--- config.mk ---
export PLATFORM = sky130hd
export DESIGN_NAME = btn_conditioner
export DESIGN_NICKNAME = d
export VERILOG_FILES = /design/src/rtl/btn_pkg.sv /design/src/rtl/btn_chan.sv /design/src/rtl/btn_conditioner.sv
export SDC_FILE = /design/constraint.sdc
export NUM_CORES = 1
export LEC_CHECK = 0
export ABC_AREA = 1
export CAP_MARGIN = 20
export CORE_UTILIZATION = 40
export CTS_CLUSTER_DIAMETER = 120
export CTS_CLUSTER_SIZE = 10
export DETAILED_ROUTE_END_ITERATION = 8
export PLACE_DENSITY_LB_ADDON = 0.15
export SLEW_MARGIN = 20
export SYNTH_ARGS = -nofsm -noshare
export SYNTH_HDL_FRONTEND = slang
export SYNTH_SLANG_ARGS = --single-unit
--- constraint.sdc ---
create_clock -name clk -period 3.7 [get_ports clk]
set_clock_uncertainty 0.2 [all_clocks]
set_input_delay 0.74 -clock clk [delete_from_list [all_inputs] [get_ports clk]]
set_output_delay 0.74 -clock clk [all_outputs]
set_load 0.005 [all_outputs]
--- src/rtl/btn_pkg.sv ---
// Shared types and default timing constants for the push-button conditioner.
package btn_pkg;

  typedef enum logic [1:0] {
    RELEASED  = 2'd0,
    HELD      = 2'd1,
    REPEATING = 2'd2
  } btn_state_t;

  localparam int BTN_DB_TICKS   = 10;
  localparam int BTN_RPT_DELAY  = 5;
  localparam int BTN_RPT_PERIOD = 2;

endpackage

--- src/rtl/btn_chan.sv ---
// One button channel: two-flop synchroniser, tick-paced debounce and the
// press / hold-to-repeat / release state machine with registered pulses.
module btn_chan
  import btn_pkg::*;
#(
  parameter int DB_TICKS   = BTN_DB_TICKS,
  parameter int RPT_DELAY  = BTN_RPT_DELAY,
  parameter int RPT_PERIOD = BTN_RPT_PERIOD
) (
  input  logic clk,
  input  logic rst_n,
  input  logic raw,
  input  logic tick,
  input  logic rpt_en,
  output logic level,
  output logic press,
  output logic release_pulse,
  output logic press_next
);

  localparam int DB_W    = $clog2(DB_TICKS + 1);
  localparam int RPT_MAX = (RPT_DELAY > RPT_PERIOD) ? RPT_DELAY : RPT_PERIOD;
  localparam int RPT_W   = $clog2(RPT_MAX + 1);

  localparam logic [DB_W-1:0]  DB_LAST    = DB_W'(DB_TICKS - 1);
  localparam logic [DB_W-1:0]  DB_ONE     = DB_W'(1);
  localparam logic [RPT_W-1:0] RPT_ONE    = RPT_W'(1);
  localparam logic [RPT_W-1:0] RPT_LD_DLY = RPT_W'(RPT_DELAY);
  localparam logic [RPT_W-1:0] RPT_LD_PER = RPT_W'(RPT_PERIOD);

  logic [1:0]       sync_r;
  logic [DB_W-1:0]  db_cnt_r, db_cnt_s;
  logic             level_r, level_s;
  logic             accept_s;
  btn_state_t       state_r, state_s;
  logic [RPT_W-1:0] rpt_cnt_r, rpt_cnt_s;
  logic             press_r, press_s;
  logic             release_r, release_s;

  // Two-flop synchroniser; sync_r[1] is the stage seen by the debouncer.
  always_ff @(posedge clk or negedge rst_n) begin
    if (!rst_n) begin
      sync_r <= 2'b00;
    end else begin
      sync_r <= {sync_r[0], raw};
    end
  end

  // Next-state: debounce counter, accepted level and press/repeat/release FSM.
  always_comb begin
    db_cnt_s  = db_cnt_r;
    level_s   = level_r;
    accept_s  = 1'b0;
    state_s   = state_r;
    rpt_cnt_s = rpt_cnt_r;
    press_s   = 1'b0;
    release_s = 1'b0;

    // A mismatch must persist for DB_TICKS ticks; agreement restarts the count.
    if (sync_r[1] == level_r) begin
      db_cnt_s = '0;
    end else if (tick) begin
      if (db_cnt_r == DB_LAST) begin
        db_cnt_s = '0;
        level_s  = sync_r[1];
        accept_s = 1'b1;
      end else begin
        db_cnt_s = db_cnt_r + DB_ONE;
      end
    end else begin
      db_cnt_s = db_cnt_r;
    end

    case (state_r)
      RELEASED: begin
        if (accept_s && sync_r[1]) begin
          state_s   = HELD;
          press_s   = 1'b1;
          rpt_cnt_s = RPT_LD_DLY;
        end else begin
          state_s = RELEASED;
        end
      end
      HELD, REPEATING: begin
        // Release acceptance takes priority over a coincident repeat expiry.
        if (accept_s && !sync_r[1]) begin
          state_s   = RELEASED;
          release_s = 1'b1;
          rpt_cnt_s = '0;
        end else if (tick && rpt_en) begin
          if (rpt_cnt_r == RPT_ONE) begin
            state_s   = REPEATING;
            press_s   = 1'b1;
            rpt_cnt_s = RPT_LD_PER;
          end else begin
            rpt_cnt_s = rpt_cnt_r - RPT_ONE;
          end
        end else begin
          state_s = state_r;
        end
      end
      default: begin
        state_s   = RELEASED;
        rpt_cnt_s = '0;
      end
    endcase
  end

  // State and registered output pulses.
  always_ff @(posedge clk or negedge rst_n) begin
    if (!rst_n) begin
      db_cnt_r  <= '0;
      level_r   <= 1'b0;
      state_r   <= RELEASED;
      rpt_cnt_r <= '0;
      press_r   <= 1'b0;
      release_r <= 1'b0;
    end else begin
      db_cnt_r  <= db_cnt_s;
      level_r   <= level_s;
      state_r   <= state_s;
      rpt_cnt_r <= rpt_cnt_s;
      press_r   <= press_s;
      release_r <= release_s;
    end
  end

  assign level         = level_r;
  assign press         = press_r;
  assign release_pulse = release_r;
  assign press_next    = press_s;

endmodule

--- src/rtl/btn_conditioner.sv ---
// Conditions N_BTN raw push-buttons: one btn_chan per button plus a
// registered OR of the press pulses aligned with btn_press.
module btn_conditioner
  import btn_pkg::*;
#(
  parameter int N_BTN      = 4,
  parameter int DB_TICKS   = BTN_DB_TICKS,
  parameter int RPT_DELAY  = BTN_RPT_DELAY,
  parameter int RPT_PERIOD = BTN_RPT_PERIOD
) (
  input  logic             clk,
  input  logic             rst_n,
  input  logic [N_BTN-1:0] btn_raw,
  input  logic             tick,
  input  logic [N_BTN-1:0] rpt_en,
  output logic [N_BTN-1:0] btn_level,
  output logic [N_BTN-1:0] btn_press,
  output logic [N_BTN-1:0] btn_release,
  output logic             any_press
);

  logic [N_BTN-1:0] press_next_s;
  logic             any_press_r;

  for (genvar i = 0; i < N_BTN; i++) begin : g_chan
    btn_chan #(
      .DB_TICKS  (DB_TICKS),
      .RPT_DELAY (RPT_DELAY),
      .RPT_PERIOD(RPT_PERIOD)
    ) u_chan (
      .clk          (clk),
      .rst_n        (rst_n),
      .raw          (btn_raw[i]),
      .tick         (tick),
      .rpt_en       (rpt_en[i]),
      .level        (btn_level[i]),
      .press        (btn_press[i]),
      .release_pulse(btn_release[i]),
      .press_next   (press_next_s[i])
    );
  end

  // OR of next-cycle presses so any_press lands in the same cycle as btn_press.
  always_ff @(posedge clk or negedge rst_n) begin
    if (!rst_n) begin
      any_press_r <= 1'b0;
    end else begin
      any_press_r <= |press_next_s;
    end
  end

  assign any_press = any_press_r;

endmodule

==> impl_metrics.csv <==
group,metric,value,unit
run_status,outcome,"finished clean",
global_route,grt_pass1_wl,10200,um
clock_tree,cts_sinks,57,
global_route,grt_max_degree,33,
clock_tree,clk_latency,0.33,ns
setup_path,start_kind,"primary input",
clock_tree,cts_made_buffers,9,
placement,placement.io_buffers,23,
layout,final_cell_mix,"nand2_1, inv_1, dfrtp_1, nor2_1, o21ai_0",
global_route,antenna_found_initial,0,
setup_path,crit_top_cell,"nand2_1",
layout,drive_gt1_frac,0.0743,
layout,fin_nets,434,
global_route,grt_pass1_vias,2337,
floorplanning,start_util,0.423,
floorplanning,die_w,90.5,um
routing,routedWlPerCell,11.2,um
setup_path,worstPathCellList,"clkdlybuf4s50_1, nand4_2, nand2_1, nand2_1, nor2_1, nand2_1, nand2_1",
clock_tree,cts_setup_buffers,0,
floorplanning,row_count,31,
setup_path,slowest_delay,1.06,ns
routing,via_count,2387,
clock_tree,cts_buffer_depth,2,
logic_synthesis,yosysWarningCount,0,
setup_path,cp_top_family,"buffers and inverters",
sta,max_freq,380,MHz
clock_tree,cts_tree,"built",
floorplanning,ios,24,
sta,hold_viol_final,0,
layout,layout_commonest_cell,"nand2_1",
logic_synthesis,yosysUniqueCellTypes,22,
logic_synthesis,syn-cell-area,0.00313,mm2
placement,dpl.hpwl,4110,um
sta,rsz0062_at_grt,"false",
layout,antennaDiodeCount,0,
setup_path,critPathMaxFanout,20,
placement,dp_cells,487,
routing,drcViolationCount,0,
floorplanning,dieArea,0.00819,mm2
min_path,hold_class,"reg -> reg",
clock_tree,cts-root-buf,"clkbuf_8",
sta,fin_crit,2.63,ns
setup_path,rrSetupSlack,1.84,ns
routing,topRoutingLayerUsed,"met4",
setup_path,cp.arrival,2.70,ns
setup_path,cp-end-kind,"flop",
setup_path,slowest_stage,"clkdlybuf4s50_1",
power,power.density,572,mW/mm2
sta,tns,0,ns
layout,fin_cells,503,
flow_run,drv_cap,0,
routing,antenna_left,0,
sta,worstMarginPinSlew,0.909,ns
floorplanning,core,0.00741,mm2
logic_synthesis,syn_area_per_cell,8.34,um2
routing,vias_per_cell,4.75,
power,peakVddDrop,0.241,mV
placement,gp_congestion,0.841,
layout,area_growth,16.2,%
clock_tree,cts.repair.resized,0,
sta,drv_slew,0,
routing,routed_wl,5630,um
power,p_leak,1.83,nW
logic_synthesis,syn_inst,376,
sta,relSlewSlack,0.392,
clock_tree,cts_htree_levels,3,
floorplanning,die_y,90.5,um
routing,met2_length,2510,um
logic_synthesis,ys_ff_latch,57,
global_route,grt_usage,0.155,
sta,setup_viol,0,
routing,dr.pass1.iters,6,
clock_tree,hold_buffers,0,
global_route,grt.overflow.total,0,
setup_path,cp_num_buf_inv,1,
routing,m1WireLength,2840,um
logic_synthesis,ys_seq_area_frac,0.455,
routing,drt-initial-drc-count,114,
setup_path,required,3.77,ns
sta,period_share,0.712,
routing,wl_met3,192,um
setup_path,critPathKind,"in -> reg",
logic_synthesis,syn_nets,411,
clock_tree,path_clk_slew,0.07,ns
## through the flow
step	utilization	setup slack [ns]	hold WS [ns]	cell area, um2	power, mW
4_1_cts	0.491	1.10	0.150	3640	2.11
3_3_place_gp	0.459	0.787	0.136	3400	1.38
6_report	0.491	1.07	0.148	3640	2.08
3_5_place_dp	0.459	0.753	0.135	3400	1.38
2_1_floorplan	-	2.07	0.131	3130	1.24
5_1_grt	0.491	0.946	0.159	3640	2.25
## synthesized netlist by cell type (all sizes together)
library cell,number,area (um2)
nor2,35,141
nand2,88,335
o32ai,2,17.5
a21oi,11,55.1
dfrtp,57,1430
xor2,7,61.3
nand3,25,125
nand3b,3,22.5
buf,14,109
nand4,12,100
nor4,3,18.8
o21ai,31,155
ha,24,300
inv,58,218
xnor2,5,43.8
nor3,1,5.00
## state kept, by name, summed over array words and instances (netlist names)
signal	flops
g_chan.u_chan.rpt_cnt_r	12
g_chan.u_chan.state_r	8
any_press	1
g_chan.u_chan.sync_r	8
g_chan.u_chan.level	4
g_chan.u_chan.release_pulse	4
g_chan.u_chan.db_cnt_r	16
g_chan.u_chan.press	4
## final cells by class
type / count / area (um2)
inverter: 58 / 218
clock inverter: 5 / 103
fill: 714 / 3770
tap: 99 / 124
clock buffer: 11 / 141
timing repair buffer: 26 / 248
multi-input combinational: 247 / 1380
sequential: 57 / 1430
## routing by layer
metal,track usage,up-vias
met4,0.0645,0
met2,0.242,38
met5,0,-
met3,0.0311,8
met1,0.209,1100
li1,-,1241
## cells by family after synthesis
kind of cell / count (synthesis) / share of synthesized area
AOI/OAI and AO/OA: 44 / 0.0727
xor gates and xnor gates: 12 / 0.0335
adders and majority gates: 24 / 0.0958
buffers and inverters: 72 / 0.104
DFF: 57 / 0.455
and+or+nand+nor: 167 / 0.239
## path summary, 6_finish.rpt
kind                                         startpoint  cells after the start                             end
hold reg to reg              g_chan[0].u_chan.sync_r[0]                      0      g_chan[0].u_chan.sync_r[1]
max in group asynchronous                         rst_n                      2  g_chan[0].u_chan.release_pulse
hold / removal               g_chan[0].u_chan.sync_r[0]                      0      g_chan[0].u_chan.sync_r[1]
setup reg to reg           g_chan[0].u_chan.db_cnt_r[1]                      9                       any_press
setup / recovery                                   tick                      7   g_chan[1].u_chan.rpt_cnt_r[2]
min in group asynchronous                         rst_n                      1   g_chan[1].u_chan.rpt_cnt_r[1]
## power by group
part           internal (mW)  switching [mW]
clock network          0.465           0.248
logic                  0.228           0.348
registers              0.717          0.0774
total                   1.41           0.673
(Power assumes the default switching activity.)
